$ cat config.mk
export PLATFORM = sky130hd
export DESIGN_NAME = huff_decode_flat
export DESIGN_NICKNAME = d
export VERILOG_FILES = /design/src/rtl/huff_pkg.sv /design/src/rtl/huff_decode_if.sv /design/src/rtl/huff_table.sv /design/src/rtl/huff_decode.sv /design/src/flat_wrapper.sv
export SDC_FILE = /design/constraint.sdc
export NUM_CORES = 1
export LEC_CHECK = 0
export ABC_AREA = 1
export BUFFER_PORTS_ARGS = -buffer_cell sky130_fd_sc_hd__buf_2
export CAP_MARGIN = 20
export CORE_UTILIZATION = 61
export DETAILED_ROUTE_END_ITERATION = 8
export PLACE_DENSITY = 0.84
export SETUP_SLACK_MARGIN = 0.15
export SLEW_MARGIN = 20
export SYNTH_ARGS = -nofsm -noshare
export SYNTH_HDL_FRONTEND = slang
export SYNTH_HIERARCHICAL = 1
export SYNTH_SLANG_ARGS = --single-unit
$ cat constraint.sdc
create_clock -name Clk -period 8.6 [get_ports Clk]
set_input_delay 2.15 -clock Clk [delete_from_list [all_inputs] [get_ports Clk]]
set_output_delay 2.15 -clock Clk [all_outputs]
set_load 0.01 [all_outputs]
$ cat src/rtl/huff_pkg.sv
// Shared definitions for the canonical-Huffman decoder slice.
// Holds symbol/code widths, the FSM state encoding and the table address map.
// The interface, huff_table and huff_decode all import this package.
package huff_pkg;

    localparam int SYM_W   = 3;   // residual symbol width (0..6 => -3..+3)
    localparam int NUM_SYM = 7;   // number of distinct symbols
    localparam int MAX_LEN = 6;   // longest codeword, in bits
    localparam int CODE_W  = 6;   // width of the code / first accumulators

    // Table address map: counts live at CNT_BASE + (len-1),
    // symbols in canonical order at SYM_BASE + index.
    localparam logic [3:0] CNT_BASE = 4'd0;
    localparam logic [3:0] SYM_BASE = 4'd8;

    typedef enum logic [1:0] {
        IDLE   = 2'd0,
        DECODE = 2'd1,
        DONE   = 2'd2,
        ERR    = 2'd3
    } state_e;

endpackage

$ cat src/rtl/huff_decode_if.sv
// Bus interface for huff_decode.
// Bundles frame control, table load port, serial bit input, symbol output,
// status flags and the FSM state (for observation). The slave modport is the
// decoder view; the master modport is the view of whatever drives it.
// Handshake: a bit is transferred on a rising Clk edge when Bit_valid and
// Bit_ready are both 1; Bit_in must be stable while Bit_valid is 1, and a bit
// offered while Bit_ready is 0 is left unconsumed. Sym_valid is a one-cycle
// pulse with no back-pressure.
// When HUFF_DECODE_HIST_EN is defined, Hist_sel / Hist_count are added.
interface huff_decode_if;
    import huff_pkg::*;

    logic               Start;
    logic               Tbl_wr_en;
    logic [3:0]         Tbl_addr;
    logic [SYM_W-1:0]   Tbl_data;
    logic               Bit_in;
    logic               Bit_valid;
    logic               Bit_ready;
    logic [SYM_W-1:0]   Sym_out;
    logic               Sym_valid;
    logic               Done;
    logic               Err;
    state_e             state;
`ifdef HUFF_DECODE_HIST_EN
    logic [SYM_W-1:0]   Hist_sel;
    logic [7:0]         Hist_count;
`endif

    modport slave (
        input  Start, Tbl_wr_en, Tbl_addr, Tbl_data, Bit_in, Bit_valid,
`ifdef HUFF_DECODE_HIST_EN
        input  Hist_sel,
        output Hist_count,
`endif
        output Bit_ready, Sym_out, Sym_valid, Done, Err, state
    );

    modport master (
        output Start, Tbl_wr_en, Tbl_addr, Tbl_data, Bit_in, Bit_valid,
`ifdef HUFF_DECODE_HIST_EN
        output Hist_sel,
        input  Hist_count,
`endif
        input  Bit_ready, Sym_out, Sym_valid, Done, Err, state
    );

endinterface

$ cat src/rtl/huff_table.sv
// Code table register file for huff_decode.
// Holds cnt[1..MAX_LEN] (number of codes of each length) and sym[0..NUM_SYM-1]
// (symbols in canonical order). One synchronous write port, two
// combinational read ports. Out-of-map addresses are dropped.
// Ports:
//   Clk, Reset      clock, asynchronous active-low reset (clears all entries)
//   wr_en/addr/data write port, addresses follow the huff_pkg map
//   rd_len/cnt_out  cnt[rd_len], 0 for lengths outside 1..MAX_LEN
//   rd_idx/sym_out  sym[rd_idx], 0 for index NUM_SYM
module huff_table
    import huff_pkg::*;
(
    input  logic             Clk,
    input  logic             Reset,
    input  logic             wr_en,
    input  logic [3:0]       wr_addr,
    input  logic [SYM_W-1:0] wr_data,
    input  logic [2:0]       rd_len,
    output logic [2:0]       cnt_out,
    input  logic [2:0]       rd_idx,
    output logic [SYM_W-1:0] sym_out
);

    logic [2:0]       cnt_q [MAX_LEN];
    logic [SYM_W-1:0] sym_q [NUM_SYM];

    // Offsets relative to each region; wrap-around keeps the range test a
    // single unsigned compare.
    logic [3:0] cnt_off;
    logic [3:0] sym_off;

    assign cnt_off = wr_addr - CNT_BASE;
    assign sym_off = wr_addr - SYM_BASE;

    always_ff @(posedge Clk or negedge Reset) begin
        if (!Reset) begin
            for (int i = 0; i < MAX_LEN; i++) cnt_q[i] <= '0;
            for (int i = 0; i < NUM_SYM; i++) sym_q[i] <= '0;
        end else if (wr_en) begin
            if (cnt_off < 4'(MAX_LEN))
                cnt_q[cnt_off[2:0]] <= wr_data;
            else if (sym_off < 4'(NUM_SYM))
                sym_q[sym_off[2:0]] <= wr_data;
        end
    end

    always_comb begin
        cnt_out = '0;
        if (rd_len != 3'd0 && rd_len <= 3'(MAX_LEN))
            cnt_out = cnt_q[rd_len - 3'd1];
    end

    always_comb begin
        sym_out = '0;
        if (rd_idx < 3'(NUM_SYM))
            sym_out = sym_q[rd_idx];
    end

endmodule

$ cat src/rtl/huff_decode.sv
// Canonical-Huffman bitstream decoder (receive side of the MUA path).
// Consumes one coded bit per cycle (MSB-first per codeword) and emits 3-bit
// residual symbols; a frame is FRAME_LEN symbols, after which Done is set.
// A codeword that has not matched by MAX_LEN bits puts the block into ERR.
// Ports:
//   Clk    clock
//   Reset  asynchronous active-low reset (also clears the code table)
//   bus    huff_decode_if.slave: Start, table write port, Bit_in/Bit_valid/
//          Bit_ready, Sym_out/Sym_valid, Done, Err, state
// Build option: HUFF_DECODE_HIST_EN adds per-symbol 8-bit occurrence
// counters read through Hist_sel / Hist_count.
module huff_decode
    import huff_pkg::*;
#(
    parameter int FRAME_LEN = 255
) (
    input  logic           Clk,
    input  logic           Reset,
    huff_decode_if.slave   bus
);

    state_e              state_q;
    logic [CODE_W-1:0]   code_q;
    logic [CODE_W-1:0]   first_q;
    logic [2:0]          len_q;
    logic [2:0]          index_q;
    logic [7:0]          sym_cnt_q;
    logic                bit_ready_q;
    logic [SYM_W-1:0]    sym_out_q;
    logic                sym_valid_q;
    logic                done_q;
    logic                err_q;

    logic                bit_acc;
    logic                tbl_we;
    logic [CODE_W-1:0]   c;
    logic [2:0]          l;
    logic [2:0]          n;
    logic [CODE_W-1:0]   off;
    logic                hit;
    logic [2:0]          sym_idx;
    logic [SYM_W-1:0]    tbl_sym;
    logic [CODE_W-1:0]   first_sum;
    logic [7:0]          sym_cnt_nxt;

    // Bit_ready is registered and only ever 1 in DECODE.
    assign bit_acc     = bus.Bit_valid & bit_ready_q;
    assign tbl_we      = bus.Tbl_wr_en & (state_q != DECODE);

    assign c           = {code_q[CODE_W-2:0], bus.Bit_in};
    assign l           = len_q + 3'd1;
    assign off         = c - first_q;
    assign hit         = off < {3'b000, n};
    assign sym_idx     = index_q + off[2:0];   // deliberately truncated
    assign first_sum   = first_q + {3'b000, n};
    assign sym_cnt_nxt = sym_cnt_q + 8'd1;

    huff_table u_table (
        .Clk     (Clk),
        .Reset   (Reset),
        .wr_en   (tbl_we),
        .wr_addr (bus.Tbl_addr),
        .wr_data (bus.Tbl_data),
        .rd_len  (l),
        .cnt_out (n),
        .rd_idx  (sym_idx),
        .sym_out (tbl_sym)
    );

    always_ff @(posedge Clk or negedge Reset) begin
        if (!Reset) begin
            state_q     <= IDLE;
            code_q      <= '0;
            first_q     <= '0;
            len_q       <= '0;
            index_q     <= '0;
            sym_cnt_q   <= '0;
            bit_ready_q <= 1'b0;
            sym_out_q   <= '0;
            sym_valid_q <= 1'b0;
            done_q      <= 1'b0;
            err_q       <= 1'b0;
        end else begin
            sym_valid_q <= 1'b0;
            case (state_q)
                IDLE, DONE, ERR: begin
                    if (bus.Start) begin
                        state_q     <= DECODE;
                        code_q      <= '0;
                        first_q     <= '0;
                        len_q       <= '0;
                        index_q     <= '0;
                        sym_cnt_q   <= '0;
                        bit_ready_q <= 1'b1;
                        done_q      <= 1'b0;
                        err_q       <= 1'b0;
                    end
                end
                DECODE: begin
                    if (bit_acc) begin
                        if (hit) begin
                            sym_out_q   <= tbl_sym;
                            sym_valid_q <= 1'b1;
                            code_q      <= '0;
                            first_q     <= '0;
                            len_q       <= '0;
                            index_q     <= '0;
                            sym_cnt_q   <= sym_cnt_nxt;
                            // Final symbol: Done and the ready drop land in
                            // the same cycle as its Sym_valid pulse.
                            if (sym_cnt_nxt == 8'(FRAME_LEN)) begin
                                state_q     <= DONE;
                                done_q      <= 1'b1;
                                bit_ready_q <= 1'b0;
                            end
                        end else if (l == 3'(MAX_LEN)) begin
                            state_q     <= ERR;
                            err_q       <= 1'b1;
                            bit_ready_q <= 1'b0;
                        end else begin
                            index_q <= index_q + n;
                            first_q <= {first_sum[CODE_W-2:0], 1'b0};
                            code_q  <= c;
                            len_q   <= l;
                        end
                    end
                end
                default: state_q <= IDLE;
            endcase
        end
    end

    assign bus.Bit_ready = bit_ready_q;
    assign bus.Sym_out   = sym_out_q;
    assign bus.Sym_valid = sym_valid_q;
    assign bus.Done      = done_q;
    assign bus.Err       = err_q;
    assign bus.state     = state_q;

`ifdef HUFF_DECODE_HIST_EN
    logic [7:0] hist_q [NUM_SYM];

    // Counted at the decode edge, so each count tracks its Sym_valid pulse.
    always_ff @(posedge Clk or negedge Reset) begin
        if (!Reset) begin
            for (int i = 0; i < NUM_SYM; i++) hist_q[i] <= '0;
        end else if (state_q != DECODE && bus.Start) begin
            for (int i = 0; i < NUM_SYM; i++) hist_q[i] <= '0;
        end else if (state_q == DECODE && bit_acc && hit &&
                     tbl_sym < 3'(NUM_SYM)) begin
            hist_q[tbl_sym] <= hist_q[tbl_sym] + 8'd1;
        end
    end

    always_comb begin
        bus.Hist_count = '0;
        if (bus.Hist_sel < 3'(NUM_SYM))
            bus.Hist_count = hist_q[bus.Hist_sel];
    end
`endif

endmodule

$ cat src/flat_wrapper.sv
// flat-port wrapper written by rule: the top's interface ports become plain ports
module huff_decode_flat import huff_pkg::*;
#(
    parameter int FRAME_LEN = 255
)
  (Clk, Reset, bus_Start, bus_Tbl_wr_en, bus_Tbl_addr, bus_Tbl_data, bus_Bit_in, bus_Bit_valid, bus_Bit_ready, bus_Sym_out, bus_Sym_valid, bus_Done, bus_Err, bus_state);
  huff_decode_if bus_i ();
  input  logic Clk;
  input  logic Reset;
  input wire logic [$bits(bus_i.Start)-1:0] bus_Start;
  input wire logic [$bits(bus_i.Tbl_wr_en)-1:0] bus_Tbl_wr_en;
  input wire logic [$bits(bus_i.Tbl_addr)-1:0] bus_Tbl_addr;
  input wire logic [$bits(bus_i.Tbl_data)-1:0] bus_Tbl_data;
  input wire logic [$bits(bus_i.Bit_in)-1:0] bus_Bit_in;
  input wire logic [$bits(bus_i.Bit_valid)-1:0] bus_Bit_valid;
  output wire logic [$bits(bus_i.Bit_ready)-1:0] bus_Bit_ready;
  output wire logic [$bits(bus_i.Sym_out)-1:0] bus_Sym_out;
  output wire logic [$bits(bus_i.Sym_valid)-1:0] bus_Sym_valid;
  output wire logic [$bits(bus_i.Done)-1:0] bus_Done;
  output wire logic [$bits(bus_i.Err)-1:0] bus_Err;
  output wire logic [$bits(bus_i.state)-1:0] bus_state;
  assign bus_i.Start = bus_Start;
  assign bus_i.Tbl_wr_en = bus_Tbl_wr_en;
  assign bus_i.Tbl_addr = bus_Tbl_addr;
  assign bus_i.Tbl_data = bus_Tbl_data;
  assign bus_i.Bit_in = bus_Bit_in;
  assign bus_i.Bit_valid = bus_Bit_valid;
  assign bus_Bit_ready = bus_i.Bit_ready;
  assign bus_Sym_out = bus_i.Sym_out;
  assign bus_Sym_valid = bus_i.Sym_valid;
  assign bus_Done = bus_i.Done;
  assign bus_Err = bus_i.Err;
  assign bus_state = bus_i.state;
  huff_decode #(.FRAME_LEN(FRAME_LEN)) u_core (.Clk(Clk), .Reset(Reset), .bus(bus_i));
endmodule
**Word level (Yosys, flattened, before mapping)**

Cells that the tools add are included.
W data, S select, Z words.

- Logic and storage cells: 139
- Register bits: 73

- Bitwise logic cells: 7
- Equal/unequal tests: 15
- Add/subtract/negate cells: 8
- Reduce and logical (&&, ||, !) cells: 14
- $lt $le $gt $ge: 11
- Muxes and demuxes: 60

Operators with widths:

| operator | count |
|---|---|
| $mux W3 | 15 |
| $mux W6 | 4 |
| $mux W8 | 3 |
| $bwmux W21 | 1 |
| $bmux W3 S3 | 2 |
| $bwmux W18 | 1 |
| $demux W3 S3 | 2 |
| $ge A4 B4 Y1 const B | 4 |
| $not A3 Y4 | 4 |
| $pmux W8 S2 | 1 |
| $mux W1 | 15 |
| $mux W5 | 3 |
| $pmux W3 S2 | 2 |
| $pmux W6 S2 | 1 |
| $reduce_and A3 Y1 | 4 |
| $reduce_and A4 Y1 | 3 |
| $mux W2 | 5 |
| $ne A2 B1 Y1 const B | 5 |
| $pmux W5 S2 | 1 |
| $add A8 B1 Y8 const B | 1 |
| $eq A8 B8 Y1 const B | 1 |
| $lt A4 B1 Y1 const B | 2 |
| $lt A4 B3 Y1 const B | 2 |
| $add A3 B3 Y3 | 2 |
| other kinds (24) | 31 |

**Depth between registers and ports, before layout**

- Depth in word-level cells: 12
- Depth in mapped cells: 21
- Gate-level depth less buffers: 21

**Cells and area by module**

Netlist, hierarchy kept.

By module, submodules not included:

| module | seq. area each (um^2) | area each (um^2) | cells an instance | instances |
|---|---|---|---|---|
| huff_decode | 825.8 | 2134.5 | 270 | 1 |
| huff_table | 975.9 | 1924.3 | 256 | 1 |

**Least setup slack after synthesis**

Ideal clock, no wire load.

- Kind: input to register
- Start: input bus_Bit_in
- End: register u_core.sym_out_q[0], in the netlist u_core/bus.Sym_out[0]
- Stages on the path: 12
- Arrival: 3523 ps
- Slack: 5012 ps
- Data required time: 8535 ps
- Library setup time: 65 ps
- Path through: ha_1 > inv_1 > fa_1 > inv_1 > inv_1 > nor2_1 > nand2_1 > nand2_1 > nand2_1 > nand2_1 > nand2_1 > nand2_1

- Word-level cells in the longest chain between the ends: 7

RTL lines:

| item | line | text |
|---|---|---|
| from (decl) | flat_wrapper.sv:14 | `input wire logic [$bits(bus_i.Bit_in)-1:0] bus_Bit_in;` |
| $sub A6 B6 Y6 (*) | huff_decode.sv:52 | `assign off = c - first_q;` |
| $add A3 B3 Y3 (*) | huff_decode.sv:54 | `assign sym_idx = index_q + off[2:0];` |
| net u_core.sym_idx[1] | huff_decode.sv:41 | `logic [2:0] sym_idx;` |
| $not A3 Y4 (not written as such) | huff_table.sv:56 | `sym_out = sym_q[rd_idx];` |
| $bmux W3 S3 | huff_table.sv:56 |  |
| $mux W3 (not written as such) (2 in series) | huff_table.sv:56 |  |
| $mux W3 (*) | huff_table.sv:55 | `if (rd_idx < 3'(NUM_SYM))` |
| net u_core.tbl_sym[0] | huff_decode.sv:42 | `logic [SYM_W-1:0] tbl_sym;` |
| to (signal assigned) | huff_decode.sv:102 | `sym_out_q <= tbl_sym;` |
| to (decl) | huff_decode.sv:29 | `logic [SYM_W-1:0] sym_out_q;` |

The timed path passes the listed nets; every way through them passes the cells marked *. The select of a mux whose other input is x is not followed.
A chain may end at the register's enable or synchronous reset.

**Final worst setup path**

- Start: input bus_Bit_in
- End: register u_core.sym_out_q[1], in the netlist u_core/bus.Sym_out[1]

Same word-level chain as after synthesis.

==> impl_metrics.env <==
export IMPL_design_core_area_sq_mm=0.006386
export IMPL_total_leakage_power_nw=2.334
export IMPL_post_route_util_pct=69.20
export IMPL_die_height_um=83.57
export IMPL_ioPinCount=22
export IMPL_stdcell_count=636
export IMPL_multiInputGateArea_sq_mm=0.001941
export IMPL_netlist_area_sq_mm=0.004059
export IMPL_final_global_route_overflow_total=0
export IMPL_whs_endpoint="u_core/bus.Sym_out[0]"
export IMPL_finalInstanceArea_sq_mm=0.004419
export IMPL_timing_final_max_slew_violations=0
export IMPL_grt_start_max_net_pins=73
export IMPL_drt_first_iter_violations=224
export IMPL_number_of_fill_cells=523
export IMPL_synth_area_per_cell_sq_um=7.717
export IMPL_yosys_area_top_type="sky130_fd_sc_hd__dfrtp_1"
export IMPL_finish_net_count=588
export IMPL_pre_cts_ws_ps=4589
export IMPL_detail_route_wl_per_cell_um=13.43
export IMPL_synth_seq_cells=72
export IMPL_vias_in_the_first_global_route=3353
export IMPL_grt_usage_pct=27.45
export IMPL_die_area_sq_mm=0.006984
export IMPL_category_of_the_critical_setup_timing_path="primary input to register"
export IMPL_outcome="completed"
export IMPL_crit_reg2reg_launch="u_core/len_q[0]"
export IMPL_maxCapViolCount=0
export IMPL_dp_cells=620
export IMPL_synth_cells=526
export IMPL_clk_pin_slew_ps=80
export IMPL_achievable_frequency_mhz=272.2
export IMPL_diodes=0
export IMPL_drc=0
export IMPL_peak_fanout_along_the_critical_path=6
export IMPL_crit_required_ps=8890
export IMPL_total_power_mw=1.659
export IMPL_antenna_found_initial=0
export IMPL_final_antenna_violating_net_count=0
export IMPL_synth_nets=560
export IMPL_synth_warning_count=6
export IMPL_post_synth_num_cell_types=29
export IMPL_final_setup_skew_ps=9.673
export IMPL_cts_inserted_buffers=9
export IMPL_r2r_end="u_core/first_q[2]"
export IMPL_layout_cells_most_common="sky130_fd_sc_hd__nand2_1"
export IMPL_clk_insertion_delay_late_ps=340
export IMPL_io_buffers=21
export IMPL_critPathCaptureType="register"
export IMPL_layout_area_overhead_vs_synth_pct=8.878
export IMPL_layout_cells_most_common_list="sky130_fd_sc_hd__nand2_1 (188), sky130_fd_sc_hd__dfrtp_1 (72), sky130_fd_sc_hd__inv_1 (69), sky130_fd_sc_hd__o21ai_0 (53), sky130_fd_sc_hd__nor2_1 (30)"
export IMPL_cts_root_to_sink_buffers=2
export IMPL_initial_utilization_pct=63.56
export IMPL_power_density_mw_per_mm2=375.5
export IMPL_timing_max_slew_rel_slack_pct=39.32
export IMPL_number_of_hold_repair_buffers_added_at_the_cts_stage=0
export IMPL_final_period_minus_worst_setup_slack_ps=3674
export IMPL_rrSetupSlack_ps=5030
export IMPL_ir_drop_v=0.0001972
export IMPL_clock_root_buffer="sky130_fd_sc_hd__clkbuf_8"
export IMPL_htree_num_levels=3
export IMPL_synth_top_area_share_pct=44.39
export IMPL_dp_hpwl_um=6180
export IMPL_tritoncts_num_sinks=72
export IMPL_worstHoldPathCells=2
export IMPL_report_final_hold_viol_count=0
export IMPL_final_wirelength_um=8543
export IMPL_die_width_um=83.57
export IMPL_yosysSeqAreaShare_pct=44.39
export IMPL_slew_at_the_pin_with_the_worst_max_slew_slack_ps=910.2
export IMPL_fraction_of_layout_cells_with_a_size_suffix_above_1_pct=10.38
export IMPL_setup_viol=0
export IMPL_startpoint_type="primary input"
export IMPL_timing_critical_path_arrival_ps=3960
export IMPL_timing_reg2reg_worst_path_depth=18
export IMPL_ff_latch_area_sq_mm=0.001802
export IMPL_hp_class="register to register"
export IMPL_place_congestion=0.8994
export IMPL_floorplan_rows=29
export IMPL_post_route_period_util_pct=42.72
export IMPL_rsz_0062_raised_after_global_routing="false"
export IMPL_hold_worst_slack_ps=481.2
export IMPL_tritoncts="built"
export IMPL_postPlaceCellArea_sq_mm=0.004224
export IMPL_final_setup_tns_ps=0
export IMPL_post_synth_main_area_contributors="sky130_fd_sc_hd__dfrtp_1 (44%), sky130_fd_sc_hd__nand2_1 (17%), sky130_fd_sc_hd__o21ai_0 (6.5%), sky130_fd_sc_hd__inv_1 (6.4%), sky130_fd_sc_hd__ha_1 (5.2%)"
export IMPL_vias=3461
export IMPL_vias_per_cell=5.442
export IMPL_timing_final_ws_setup_ps=4926
export IMPL_min_delay_start="u_core/bus.Sym_out[0]"
export IMPL_grt_first_pass_wirelength_um=15300
export IMPL_detailedRoute_firstPassIterationCount=5
export IMPL_cts_repair_resize_count=0
export IMPL_cts_repair_timing_setup_buffer_count=0
[worst max-delay path by stage]
stage	start	to	cells past startpoint
after detailed placement	bus_Bit_in	u_core/bus.Sym_out[1]	13
final	bus_Bit_in	u_core/bus.Sym_out[1]	13
after floorplan	bus_Bit_in	u_core/bus.Sym_out[0]	12
after CTS	bus_Bit_in	u_core/bus.Sym_out[1]	13
after global routing	u_core/len_q[0]	u_core/first_q[2]	18
after global placement	bus_Bit_in	u_core/bus.Sym_out[2]	13
[sequential cells by signal, summed over array words and instances (netlist names)]
| name | count |
|---|---|
| u_core/u_table/sym_q | 21 |
| u_core/u_table/cnt_q | 18 |
| u_core/sym_cnt_q | 8 |
| u_core/code_q | 5 |
| u_core/first_q | 5 |
| u_core/bus.Sym_out | 3 |
| u_core/index_q | 3 |
| u_core/len_q | 3 |
| u_core/bus.state | 2 |
| u_core/bus.Bit_ready | 1 |
| u_core/bus.Done | 1 |
| u_core/bus.Err | 1 |
| u_core/bus.Sym_valid | 1 |
[Yosys cell counts, drive strengths merged]
cell type	number
nand2	193
o211ai	3
o21ai	58
nor2	38
xnor2	3
buf	5
nand3	29
fa	4
nor3	4
inv	72
nand3b	1
and2	1
a21oi	16
dfrtp	72
ha	17
xor2	6
a31oi	1
nand4	3
[per-layer routing]
layer	vias to the layer above	global-route usage, %	share of wire (%)	wire (um)
li1	1708	-	-	-
met1	1654	34.70	44	3723
met2	87	47.97	51	4391
met3	12	5.539	3.7	320
met4	0	7.550	1.3	108
met5	-	0	0	0
[report_power, final]
part	total [mW]	leakage, nW	internal (mW)	switching (mW)
logic	0.847	1.31	0.289	0.558
clock network	0.265	0.0916	0.134	0.132
registers	0.547	0.931	0.468	0.0795
[final cells by class]
type | count | area share, %
inverter | 72 | 6.172
multi-input combinational | 377 | 43.91
timing repair buffer | 22 | 2.548
sequential | 72 | 40.77
clock inverter | 7 | 1.614
clock buffer | 9 | 2.803
tap | 77 | 2.180
[cell families after synthesis]
group | count (synthesis) | share of synthesized area (%)
flip-flops | 72 | 44.39
AO/OA/AOI/OAI | 78 | 10.30
XOR/XNOR | 9 | 1.942
adder cells (fa/ha/maj) | 21 | 7.213
buffers and inverters | 77 | 7.799
AND/OR/NAND/NOR | 269 | 28.36
[critical path: stages]
cell	delay (ps)
sky130_fd_sc_hd__buf_2	130
sky130_fd_sc_hd__ha_1	190
sky130_fd_sc_hd__inv_1	60
sky130_fd_sc_hd__fa_1	410
sky130_fd_sc_hd__inv_1	140
sky130_fd_sc_hd__inv_1	100
sky130_fd_sc_hd__nor2_1	310
sky130_fd_sc_hd__nand2_1	110
sky130_fd_sc_hd__nand2_1	90
sky130_fd_sc_hd__nand2_1	60
sky130_fd_sc_hd__nand2_1	80
sky130_fd_sc_hd__nand2_1	60
sky130_fd_sc_hd__nand2_1	60
Note: power is estimated with default switching activity, not from simulation.
